**src/rtl/fetch_stage.sv**
```systemverilog
// fetch_stage: owns the PC, issues single-outstanding imem reads, feeds decode
// through a 2-entry FIFO, and applies predictor next-PCs on B-type fetches.
//
// Ports:
//   CLK, nRST                   clock, synchronous active-low reset
//   imem_ren/addr/ihit/instr    instruction memory request/response
//   tbp_pc, tbp_enable_fetch    predictor lookup PC and valid-lookup strobe
//   tbp_nxt_pc, tbp_pred_*      predictor next PC and prediction bits
//   redirect_en, redirect_pc    mispredict flush from branch resolution
//   fd_valid/ready/instr/pc/
//   fd_pred_taken               fetch-to-decode FIFO head handshake
//   fetch_halted                fetch stopped on a halt word
//
// Build option: FETCH_GSHARE_EN selects tbp_pred_gshare as the prediction
// bit; otherwise tbp_pred_2bit is used.

module fetch_stage #(
  parameter logic [31:0] RESET_PC   = 32'h0000_0000,
  parameter int          FIFO_DEPTH = 2
) (
  input  logic        CLK,
  input  logic        nRST,
  output logic        imem_ren,
  output logic [31:0] imem_addr,
  input  logic        imem_ihit,
  input  logic [31:0] imem_instr,
  output logic [31:0] tbp_pc,
  output logic        tbp_enable_fetch,
  input  logic [31:0] tbp_nxt_pc,
  input  logic        tbp_pred_2bit,
  input  logic        tbp_pred_gshare,
  input  logic        redirect_en,
  input  logic [31:0] redirect_pc,
  output logic        fd_valid,
  input  logic        fd_ready,
  output logic [31:0] fd_instr,
  output logic [31:0] fd_pc,
  output logic        fd_pred_taken,
  output logic        fetch_halted
);

  typedef enum logic [1:0] {
    RUN,
    WAIT,
    DISCARD,
    HALT
  } state_t;

  typedef struct packed {
    logic [31:0] instr;
    logic [31:0] pc;
    logic        pred;
  } fd_entry_t;

  localparam logic [1:0] DEPTH = FIFO_DEPTH[1:0];

  state_t      state;
  state_t      state_nxt;
  logic [31:0] pc_reg;
  logic [31:0] pc_nxt;
  logic [31:0] req_addr;
  logic [31:0] req_addr_nxt;

  fd_entry_t   fifo [FIFO_DEPTH];
  logic [1:0]  cnt;
  logic        head;
  logic        wr_idx;

  logic        issue;
  logic        ren_int;
  logic [31:0] addr_int;
  logic        accept;
  logic        is_br;
  logic        is_halt;
  logic        sel_pred;
  logic        pred_bit;
  logic        push;
  logic        pop;

`ifdef FETCH_GSHARE_EN
  logic unused_pred;
  assign sel_pred    = tbp_pred_gshare;
  assign unused_pred = tbp_pred_2bit;
`else
  logic unused_pred;
  assign sel_pred    = tbp_pred_2bit;
  assign unused_pred = tbp_pred_gshare;
`endif

  assign is_br   = imem_instr[6:0] == 7'b1100011;
  assign is_halt = imem_instr[6:0] == 7'b1111111;

  // A fresh request needs a free FIFO slot; with one request in
  // flight at most, that slot is still free when the response lands.
  assign issue   = (state == RUN) && (cnt != DEPTH) && !redirect_en;
  assign ren_int = issue || (state == WAIT) || (state == DISCARD);

  assign addr_int = (state == RUN) ? pc_reg : req_addr;

  // Responses in the redirect cycle belong to the wrong path.
  assign accept = imem_ihit && !redirect_en
               && (issue || (state == WAIT));

  assign pred_bit = is_br && sel_pred;
  assign push     = accept;
  assign pop      = (cnt != 2'd0) && fd_ready && !redirect_en;
  assign wr_idx   = head ^ cnt[0];

  always_comb begin
    state_nxt    = state;
    pc_nxt       = pc_reg;
    req_addr_nxt = req_addr;
    if (issue) begin
      req_addr_nxt = pc_reg;
    end
    if (redirect_en) begin
      pc_nxt = redirect_pc;
      // A request still in flight must be drained before refetching.
      if (((state == WAIT) || (state == DISCARD)) && !imem_ihit) begin
        state_nxt = DISCARD;
      end else begin
        state_nxt = RUN;
      end
    end else begin
      unique case (state)
        RUN, WAIT: begin
          if (accept) begin
            pc_nxt    = is_br ? tbp_nxt_pc : pc_reg + 32'd4;
            state_nxt = is_halt ? HALT : RUN;
          end else if (issue) begin
            state_nxt = WAIT;
          end
        end
        DISCARD: begin
          if (imem_ihit) begin
            state_nxt = RUN;
          end
        end
        HALT: begin
          state_nxt = HALT;
        end
      endcase
    end
  end

  always_ff @(posedge CLK) begin
    if (!nRST) begin
      state    <= RUN;
      pc_reg   <= RESET_PC;
      req_addr <= RESET_PC;
      cnt      <= 2'd0;
      head     <= 1'b0;
    end else begin
      state    <= state_nxt;
      pc_reg   <= pc_nxt;
      req_addr <= req_addr_nxt;
      if (redirect_en) begin
        cnt  <= 2'd0;
        head <= 1'b0;
      end else begin
        unique case ({push, pop})
          2'b10:   cnt <= cnt + 2'd1;
          2'b01:   cnt <= cnt - 2'd1;
          default: cnt <= cnt;
        endcase
        if (pop) begin
          head <= ~head;
        end
      end
    end
  end

  always_ff @(posedge CLK) begin
    if (push) begin
      fifo[wr_idx] <= '{
        instr: imem_instr,
        pc:    addr_int,
        pred:  pred_bit
      };
    end
  end

  assign imem_ren  = nRST & ren_int;
  assign imem_addr = {32{nRST}} & addr_int;

  assign tbp_pc = {32{nRST}}
                & ((state == WAIT) ? req_addr : pc_reg);
  assign tbp_enable_fetch = nRST & accept & is_br;

  assign fd_valid      = nRST & (cnt != 2'd0);
  assign fd_instr      = {32{nRST}} & fifo[head].instr;
  assign fd_pc         = {32{nRST}} & fifo[head].pc;
  assign fd_pred_taken = nRST & fifo[head].pred;
  assign fetch_halted  = nRST & (state == HALT);

endmodule

```
**config.mk**
```make
export PLATFORM = sky130hd
export DESIGN_NAME = fetch_stage
export DESIGN_NICKNAME = d
export VERILOG_FILES = /design/src/rtl/fetch_stage.sv
export SDC_FILE = /design/constraint.sdc
export NUM_CORES = 1
export LEC_CHECK = 0
export ABC_AREA = 1
export BUFFER_PORTS_ARGS = -buffer_cell sky130_fd_sc_hd__buf_2
export CORE_MARGIN = 5
export CORE_UTILIZATION = 54
export CTS_CLUSTER_DIAMETER = 80
export DETAILED_ROUTE_END_ITERATION = 6
export GPL_ROUTABILITY_DRIVEN = 0
export PLACE_DENSITY = 0.82
export SLEW_MARGIN = 15
export SYNTH_ARGS = -nofsm -noshare
export SYNTH_HDL_FRONTEND = slang
export SYNTH_SLANG_ARGS = --single-unit
export TNS_END_PERCENT = 30
```
**constraint.sdc**
```tcl
create_clock -name CLK -period 5.31 [get_ports CLK]
set_input_delay 0.2655 -clock CLK [delete_from_list [all_inputs] [get_ports CLK]]
set_output_delay 0.2655 -clock CLK [all_outputs]
set_load 0.05 [all_outputs]
```
==> impl_metrics.py, run 1 <==
metrics = {
    "run_status": {
        "outcome": "finished clean",
    },
    "global_route": {
        "antenna_found_initial": 1,
        "track_usage_pct": 25.1,
        "grt_pass1_wl_mm": 43.3,
        "grt_pass1_vias": 8255,
        "grt_max_degree": 86,
        "overflow": 0,
    },
    "synthesis": {
        "ys_seq_area_share_pct": 52.7,
        "ys.flop_type": "edfxtp_1",
        "synth_top_cell_by_area": "edfxtp_1",
        "yosys-top-cells-area": "edfxtp_1 39%, dfxtp_1 14%, nand2_1 11%",
        "synth_edf_count": 130,
        "synth_area_um2": 10100,
        "synthCells": 1278,
        "synth_most_common_cell": "nand2_1",
        "syn_area_per_cell_um2": 7.88,
        "synth.top_cells.by_count": "295 x nand2_1, 227 x nor2_1, 156 x o21ai_0, 132 x a21oi_1, 130 x edfxtp_1",
        "ys_warn_count": 0,
        "ys_ff_latch": 200,
        "synth_top_cell_area_share_pct": 38.8,
        "syn-num-nets": 1387,
        "yosys.cell_types.count": 34,
        "synthArstFlopShare_pct": 0,
    },
    "worst_setup_path": {
        "critPathMaxFanout": 36,
        "cp.arrival_ns": 3.22,
        "crit_type": "reg2out",
        "startpoint_type": "register",
        "crit_required_ns": 5.04,
        "cp-end-kind": "output port",
    },
    "drt": {
        "wl_mm": 27.3,
        "ant_nets": 0,
        "viasPerCell": 5.42,
        "dr.first_iter.drc_count": 1048,
        "vias": 9282,
        "wl_per_cell_um": 15.9,
        "dr.pass1.iters": 5,
        "route.detailed.drc": 0,
    },
    "sta": {
        "setup-tns-final_ns": 0,
        "finalHoldViolCount": 0,
        "period_minus_slack_ns": 3.48,
        "drv_slew": 0,
        "worstMarginPinSlew_ns": 1.14,
        "rsz0062_at_grt": "false",
        "post-route-period-util_pct": 65.6,
        "max-slew-margin-rel_pct": 24.1,
        "whs_ns": 0.0159,
        "fmax_mhz": 287,
        "setup_viol": 0,
        "skew_ns": 0.00955,
        "worst_slack_ns": 1.83,
    },
    "cts": {
        "tritoncts": "done",
        "cts.sinks": 200,
        "cts_buffer_depth": 2,
        "path_clk_slew_ns": 0.07,
        "cts-root-buf": "clkbuf_16",
        "h-tree-depth": 4,
        "cts_inserted_buffers": 17,
        "post_cts_resized": 0,
        "insertion_delay_ns": 0.43,
    },
    "placement": {
        "hpwl_mm": 18.3,
        "place_ws_ns": 2.06,
        "dpl_cell_area_um2": 11300,
        "dp_cells": 1676,
        "port_buffers": 234,
    },
    "die": {
        "die-area_um2": 21500,
        "die_x_um": 147,
        "io-pin-count": 236,
        "start_util_pct": 54.4,
        "core_um2": 18500,
        "fp.dieH_um": 147,
        "rows": 50,
    },
    "min_path": {
        "hold_class": "in2reg",
    },
    "cells_and_area": {
        "area_growth_pct": 19.3,
        "design_area_um2": 12000,
        "drive_gt1_share_pct": 20.6,
        "finish.utilization_pct": 64.8,
        "post_layout_nonfiller_instances": 1712,
        "fin_nets": 1573,
        "largest_reg_flops": 130,
    },
    "power_and_ir_drop": {
        "ir_drop_uv": 217,
        "power_density_nw_per_um2": 343,
        "p_total_mw": 4.12,
        "p_leak_nw": 5.21,
    },
    "flow_run": {
        "maxCapViolations": 0,
    },
}
cells by family (layout without fill, tap and decap cells):
kind of cell,Yosys count,after routing,share of synthesized area (%)
buffers and inverters,167,366,6.75
other,0,1,0
flip-flops,200,200,52.7
AO/OA/AOI/OAI,306,306,15.8
adder cells (fa/ha/maj),6,6,0.746
XOR/XNOR,6,6,0.522
AND/OR/NAND/NOR,593,593,23.5
layout by cell type (no fill, tap or decap), types with 3 or more instances in the layout:
cell,n
a21oi_1,132
buf_2,233
buf_4,9
bufinv_16,4
clkbuf_16,17
dfxtp_1,69
edfxtp_1,130
ha_1,5
inv_1,83
inv_2,4
inv_8,4
nand2_1,295
nand2_2,4
nand3_1,48
nand4_1,3
nor2_1,225
nor2_2,6
nor2_4,5
o21ai_0,156
o21bai_1,8
xnor2_1,3
xor2_1,3
cell type report:
cell class / instances / area, um2
Antenna cell: 1 / 2.50
Clock buffer: 17 / 425
Clock inverter: 15 / 229
Fill cell: 1542 / 6510
Inverter: 87 / 327
Multi-Input combinational cell: 911 / 4100
Sequential cell: 200 / 5310
Tap cell: 234 / 293
Timing Repair Buffer: 247 / 1320
metal layers:
layer | vias up | global-route usage (%) | share of wire [%]
met2 | 406 | 38.8 | 47
met3 | 50 | 4.07 | 7.8
met4 | 0 | 9.03 | 2.8
li1 | 4595 | - | -
met1 | 4231 | 35.9 | 43
met5 | - | 0 | 0
report_power, final:
group	total (mW)	internal (mW)	switching, mW
logic	0.852	0.210	0.642
clock network	1.42	0.812	0.611
registers	1.84	1.76	0.0806
path summary, 6_finish.rpt:
kind	cells after the start	startpoint	slack [ns]	end
hold / removal	1	imem_instr[29]	0.02	fifo[1][62]
setup / recovery	7	state[1]	1.83	imem_addr[13]
setup reg to reg	10	state[1]	1.98	fifo[1][26]
hold reg to reg	2	req_addr[29]	0.47	req_addr[29]
what timing repair did:
item	in CTS	in global routing
endpoints found under the hold margin	0	3
hold buffers	0	2
setup buffers	0	0
critical path, stage by stage (launching register included):
cell and delay (ns):
dfxtp_1 0.43, inv_1 0.18, ha_1 0.22, buf_4 0.25
inv_1 0.86, nand2_1 0.15, a21oi_1 0.31, buf_2 0.33
Power figures use the tool's default switching activity.
==> inputs of run 2 (changes only) <==
--- a/config.mk
+++ b/config.mk
@@ -5,7 +5,7 @@
 export SDC_FILE = /design/constraint.sdc
 export NUM_CORES = 1
 export LEC_CHECK = 0
-export ABC_AREA = 1
+export ABC_AREA = 0
 export BUFFER_PORTS_ARGS = -buffer_cell sky130_fd_sc_hd__buf_2
 export CORE_MARGIN = 5
 export CORE_UTILIZATION = 54
==> constraint.sdc (replaced) <==
create_clock -name CLK -period 3.35 [get_ports CLK]
set_input_delay 0.1675 -clock CLK [delete_from_list [all_inputs] [get_ports CLK]]
set_output_delay 0.1675 -clock CLK [all_outputs]
set_load 0.05 [all_outputs]
==> run 2 against run 1 <==
- setup slack lost 1.4 ns
- synthesized area grew 0.24%
- cell area grew 2.8%
- global-route usage grew 1.2 points
- largest cell class unchanged
==> impl_metrics.py, run 2 <==
metrics = {
    "synthesis": {
        "synth_edf_count": 130,
        "ys_ff_latch": 200,
        "synthAdderAreaFrac_pct": 0.744,
        "ys.flop_type": "edfxtp_1",
        "synth-xor-area-share_pct": 1.13,
        "syn_area_per_cell_um2": 10.6,
        "synth_top_cell_by_area": "edfxtp_1",
        "synth_area_um2": 10100,
        "yosys-top-cells-area": "edfxtp_1 39%, dfxtp_1 14%, mux2i_1 9.9%",
        "synthMuxAreaShare_pct": 13.6,
        "synth.top_cells.by_count": "130 x edfxtp_1, 115 x nor2_1, 100 x mux2i_1, 84 x nand2_1, 70 x dfxtp_1",
        "synthCells": 948,
        "syn-num-nets": 1057,
        "synth_top_family_by_area": "simple AND/OR/NAND/NOR gates",
        "synth_top_cell_area_share_pct": 38.7,
        "yosys.cell_types.count": 70,
        "ys_warn_count": 0,
        "synth_most_common_cell": "edfxtp_1",
        "synthArstFlopShare_pct": 0,
        "synth_compound_area_share_pct": 10.8,
        "yosys.area_share.simple_pct": 17.0,
        "ys_seq_area_share_pct": 52.6,
    },
    "cells_and_area": {
        "drive_gt1_share_pct": 29.2,
        "largest_reg_flops": 130,
        "final_common_cell": "buf_2",
        "design_area_um2": 12300,
        "area_growth_pct": 22.3,
        "fin_nets": 1284,
        "post_layout_nonfiller_instances": 1425,
        "final_cell_mix": "234 x buf_2, 130 x edfxtp_1, 114 x nor2_1",
        "nFillCells": 1437,
    },
    "drt": {
        "route.detailed.drc": 0,
        "ant_nets": 0,
        "wl_per_cell_um": 20.3,
        "dr.pass1.iters": 5,
        "dr.first_iter.drc_count": 867,
        "wl_mm": 29.0,
        "viasPerCell": 5.88,
        "vias": 8381,
    },
    "worst_setup_path": {
        "cpPeakStageDelay_ns": 0.49,
        "cp-end-kind": "output port",
        "critPathTopFamily": "buffers and inverters",
        "startpoint_type": "register",
        "crit_required_ns": 3.18,
        "crit_buf_inv": 3,
        "critPathMaxFanout": 22,
        "path_cells": "inv_1 > ha_2 > buf_4 > mux2_2 > and2_1 > buf_2",
        "cp.arrival_ns": 2.72,
        "crit_type": "reg2out",
        "critical_path.slowest_cell": "ha_2",
    },
    "sta": {
        "setup_viol": 0,
        "worstMarginPinSlew_ns": 0.947,
        "worst_slack_ns": 0.459,
        "post-route-period-util_pct": 86.3,
        "finalHoldViolCount": 0,
        "fmax_mhz": 346,
        "max-slew-margin-rel_pct": 36.7,
        "rsz0062_at_grt": "false",
        "period_minus_slack_ns": 2.89,
        "drv_slew": 0,
        "skew_ns": 0.0171,
    },
    "die": {
        "rows": 50,
        "core_um2": 18600,
        "start_util_pct": 54.3,
        "io-pin-count": 236,
        "die-area_um2": 21500,
        "fp.dieH_um": 147,
        "die_x_um": 147,
    },
    "global_route": {
        "grt_pass1_vias": 8285,
        "track_usage_pct": 26.3,
        "grt_max_degree": 61,
        "grt_pass1_wl_mm": 45.2,
        "overflow": 0,
        "antenna_found_initial": 2,
    },
    "flow_run": {
        "maxCapViolations": 0,
    },
    "power_and_ir_drop": {
        "ir_drop_uv": 333,
        "power_density_nw_per_um2": 478,
        "power_frac_clock_pct": 35.8,
        "p_seq_share_pct": 47.6,
        "power_frac_comb_pct": 16.6,
        "swShare_pct": 29.5,
        "p_sw_mw": 1.74,
        "p_leak_nw": 4.72,
        "p_int_mw": 4.16,
    },
    "placement": {
        "hpwl_mm": 19.3,
        "dpl_cell_area_um2": 11400,
        "port_buffers": 234,
        "dp_cells": 1355,
        "place_ws_ns": 0.817,
    },
    "cts": {
        "cts-root-buf": "clkbuf_16",
        "tritoncts": "done",
        "insertion_delay_ns": 0.44,
        "cts.sinks": 200,
        "post_cts_resized": 0,
        "path_clk_slew_ns": 0.08,
        "h-tree-depth": 4,
        "cts_buffer_depth": 2,
        "cts_inserted_buffers": 17,
    },
    "run_status": {
        "outcome": "finished clean",
    },
    "min_path": {
        "hold_class": "in2reg",
    },
}
-- run 2: repair_timing --
item | CTS | global route
setup endpoints to repair | 0 | 0
hold endpoints to repair | 64 | 0
setup buffers | 0 | 0
hold buffers | 35 | 0
-- run 2: power groups by stage --
stage          clock network (mW)  registers (mW)  logic (mW)
4_1_cts                      2.13            2.80       0.972
3_3_place_gp                    0            2.85       0.921
2_1_floorplan                   0            2.81       0.696
5_1_grt                      2.24            2.82        1.04
3_5_place_dp                    0            2.86       0.934
6_report                     2.11            2.81       0.980
-- run 2: path summary, 6_finish.rpt --
path / slack, ns / end / depth (start not counted) / from
worst max register to register: 0.68 / pc_reg[9] / 6 / state[1]
worst max-delay path: 0.46 / imem_addr[27] / 6 / state[1]
worst min register to register: 0.47 / req_addr[31] / 2 / req_addr[31]
worst min-delay path: 0.02 / pc_reg[22] / 3 / redirect_pc[22]
-- run 2: final cells by class --
cell class	count	area [um2]	area share, %
multi-input cells	657	4380	35.5
clock buffers	17	425	3.45
clock inverters	15	179	1.45
repair buffers	291	1710	13.9
flip-flops and latches	200	5310	43.0
inverters	8	32.5	0.264
diodes	3	7.51	0.0609
well taps	234	293	2.37
-- run 2: cells by family after synthesis --
family                   Yosys count
AO/OA/AOI/OAI                    165
XOR/XNOR                          13
adder cells (fa/ha/maj)            6
buffers and inverters             91
flip-flops                       200
multiplexers                     133
AND/OR/NAND/NOR                  340
-- run 2: routing by layer --
metal	wire, um	up-vias	part of all wire, %	track usage (%)
met1	11800	4008	41	35.3
met3	2400	39	8.3	3.95
met4	576	0	2.0	8.28
met5	0	-	0	0
met2	14200	429	49	44.2
li1	-	3905	-	-
-- run 2: worst reg2reg max path, cell delays in order (launching register included) --
cell and delay [ns]:
dfxtp_1 0.41, inv_1 0.16, ha_2 0.49, a31oi_4 0.29, nor2_2 0.63, a211oi_1 0.16, a2111oi_1 0.40
-- run 2: per-stage QoR --
| stage | hold slack [ns] | setup TNS (ns) | utilization (%) | total power [mW] |
|---|---|---|---|---|
| 5_1_grt | 0.0111 | 0 | 66.4 | 6.09 |
| 3_5_place_dp | 0.362 | 0 | 61.2 | 3.79 |
| 4_1_cts | 0.00375 | 0 | 66.4 | 5.91 |
| 3_3_place_gp | 0.356 | 0 | 61.2 | 3.77 |
| 6_report | 0.0160 | 0 | 66.4 | 5.90 |
| 2_1_floorplan | 0.266 | -39.66 | - | 3.51 |
==> inputs of run 3 (changes only) <==
--- a/config.mk
+++ b/config.mk
@@ -12,6 +12,7 @@
 export CTS_CLUSTER_DIAMETER = 80
 export DETAILED_ROUTE_END_ITERATION = 6
 export GPL_ROUTABILITY_DRIVEN = 0
+export HOLD_SLACK_MARGIN = 0.1
 export PLACE_DENSITY = 0.82
 export SLEW_MARGIN = 15
 export SYNTH_ARGS = -nofsm -noshare
==> run 3 against run 2 <==
- flip-flop and latch count unchanged
- die area did not move
- sequential share of layout area fell by 0.85 points
- wire length increased by 0.60%
- cell area rose by 2.0%
- combinational power is essentially flat
- power is 0.38% higher
- non-clock buffer count is 25 higher
- fmax fell by 7.5%
- clock skew fell by 0.00076 ns
- core utilization grew 1.3 points
- critical path depth up 2
==> impl_metrics.py, run 3 (synthesis gave the netlist of run 2 again) <==
metrics = {
    "run_status": {
        "outcome": "finished clean",
    },
    "sta": {
        "setup_viol": 0,
        "fmax_mhz": 320,
        "rsz0062_at_grt": "false",
        "drv_slew": 0,
        "finalHoldViolCount": 0,
        "worstMarginPinSlew_ns": 0.909,
        "skew_ns": 0.0163,
        "period_minus_slack_ns": 3.13,
        "post-route-period-util_pct": 93.3,
        "max-slew-margin-rel_pct": 39.3,
    },
    "global_route": {
        "grt_pass1_vias": 8439,
        "grt_pass1_wl_mm": 45.7,
        "track_usage_pct": 26.5,
        "grt_max_degree": 61,
        "overflow": 0,
        "antenna_found_initial": 1,
    },
    "drt": {
        "dr.first_iter.drc_count": 852,
        "dr.pass1.iters": 6,
        "route.detailed.drc": 0,
        "viasPerCell": 5.90,
        "ant_nets": 0,
        "vias": 8551,
        "wl_mm": 29.1,
        "wl_per_cell_um": 20.1,
    },
    "power_and_ir_drop": {
        "p_leak_nw": 4.83,
        "ir_drop_uv": 334,
        "power_density_nw_per_um2": 470,
    },
    "die": {
        "fp.dieH_um": 147,
        "start_util_pct": 54.3,
        "die-area_um2": 21500,
        "core_um2": 18600,
        "rows": 50,
        "io-pin-count": 236,
        "die_x_um": 147,
    },
    "worst_setup_path": {
        "cp-end-kind": "register",
        "r2r_end": "pc_reg[2]",
        "ff2ff_setup_slack_ns": 0.22,
        "crit_start": "state[1]",
        "cp.arrival_ns": 3.50,
        "critPathMaxFanout": 17,
        "critPathCapture": "pc_reg[2]",
        "crit_type": "reg2reg",
        "startpoint_type": "register",
        "crit_required_ns": 3.73,
        "worstReg2RegStart": "state[1]",
        "worstRegToRegCells": 8,
    },
    "cells_and_area": {
        "nFillCells": 1400,
        "final_cell_mix": "234 x buf_2, 130 x edfxtp_1, 114 x nor2_1",
        "fin_nets": 1309,
        "design_area_um2": 12600,
        "drive_gt1_share_pct": 28.6,
        "multi_input_area_um2": 4380,
        "post_layout_nonfiller_instances": 1449,
        "area_growth_pct": 24.7,
        "largest_reg_flops": 130,
        "final_common_cell": "buf_2",
        "ff_latch_area_um2": 5310,
    },
    "cts": {
        "cts_inserted_buffers": 17,
        "post_cts_resized": 0,
        "cts_buffer_depth": 2,
        "cts-root-buf": "clkbuf_16",
        "h-tree-depth": 4,
        "cts.sinks": 200,
        "tritoncts": "done",
        "path_clk_slew_ns": 0.08,
        "insertion_delay_ns": 0.43,
    },
    "placement": {
        "hpwl_mm": 19.3,
        "port_buffers": 234,
        "dp_cells": 1355,
        "dpl_cell_area_um2": 11400,
    },
    "min_path": {
        "hold_class": "in2reg",
        "min_path_cells": 3,
    },
    "flow_run": {
        "maxCapViolations": 0,
    },
}
run 3: cell types whose count changed in the layout (fill, tap and decap cells not counted), sizes merged:
cell | previous run | this run
diode | 3 | 2
dlygate4sd3 | 35 | 60
run 3: worst min-delay path by stage:
stage	startpoint	endpoint	slack [ns]
5_1_grt	tbp_nxt_pc[29]	pc_reg[29]	0.12
3_3_place_gp	imem_instr[17]	fifo[1][50]	0.36
2_1_floorplan	imem_instr[0]	fifo[0][33]	0.27
3_5_place_dp	imem_instr[15]	fifo[0][48]	0.36
6_report	redirect_pc[24]	pc_reg[24]	0.12
4_1_cts	redirect_pc[24]	pc_reg[24]	0.10
run 3: layout make-up:
class	count	share of cell area (%)
Antenna cell	2	0.0398
Clock buffer	17	3.38
Clock inverter	15	1.42
Inverter	8	0.259
Multi-Input combinational cell	657	34.8
Sequential cell	200	42.2
Tap cell	234	2.33
Timing Repair Buffer	316	15.6
run 3: repair_timing:
item                      in CTS  in global routing
hold buffers                  60                  0
hold endpoints to repair      88                  0
setup buffers                  0                  0
run 3: report_power, final:
part           switching, mW  internal (mW)
Combinational          0.674          0.330
Sequential            0.0881           2.72
Clock                  0.978           1.13
Total                   1.74           4.18
run 3: worst max-delay path, cell delays in order, from the launching register on:
cell	delay, ns
dfxtp_1	0.41
inv_1	0.15
ha_2	0.49
a31oi_4	0.28
nor2_2	0.59
buf_4	0.26
nand3_1	0.08
a31oi_1	0.21
dlygate4sd3_1	0.57
run 3: metrics by stage:
step                      TNS, ns  util (%)  setup slack, ns  hold slack (ns)  total power [mW]
after floorplan            -39.66         -           -0.305            0.266              3.51
after global placement          0      61.2            0.912            0.356              3.77
after detailed placement        0      61.2            0.817            0.362              3.79
after CTS                       0      67.7            0.332            0.100              5.93
after global routing            0      67.7            0.126            0.119              6.12
final                           0      67.7            0.225            0.118              5.92
run 3: metal layers:
metal  global-route usage, %  up-vias  share of wire, %
met5                       0        -                 0
met4                    8.42        0               1.9
met3                    4.10       44               8.9
met2                    44.6      480                49
met1                    35.5     4079                40
li1                        -     3948                 -
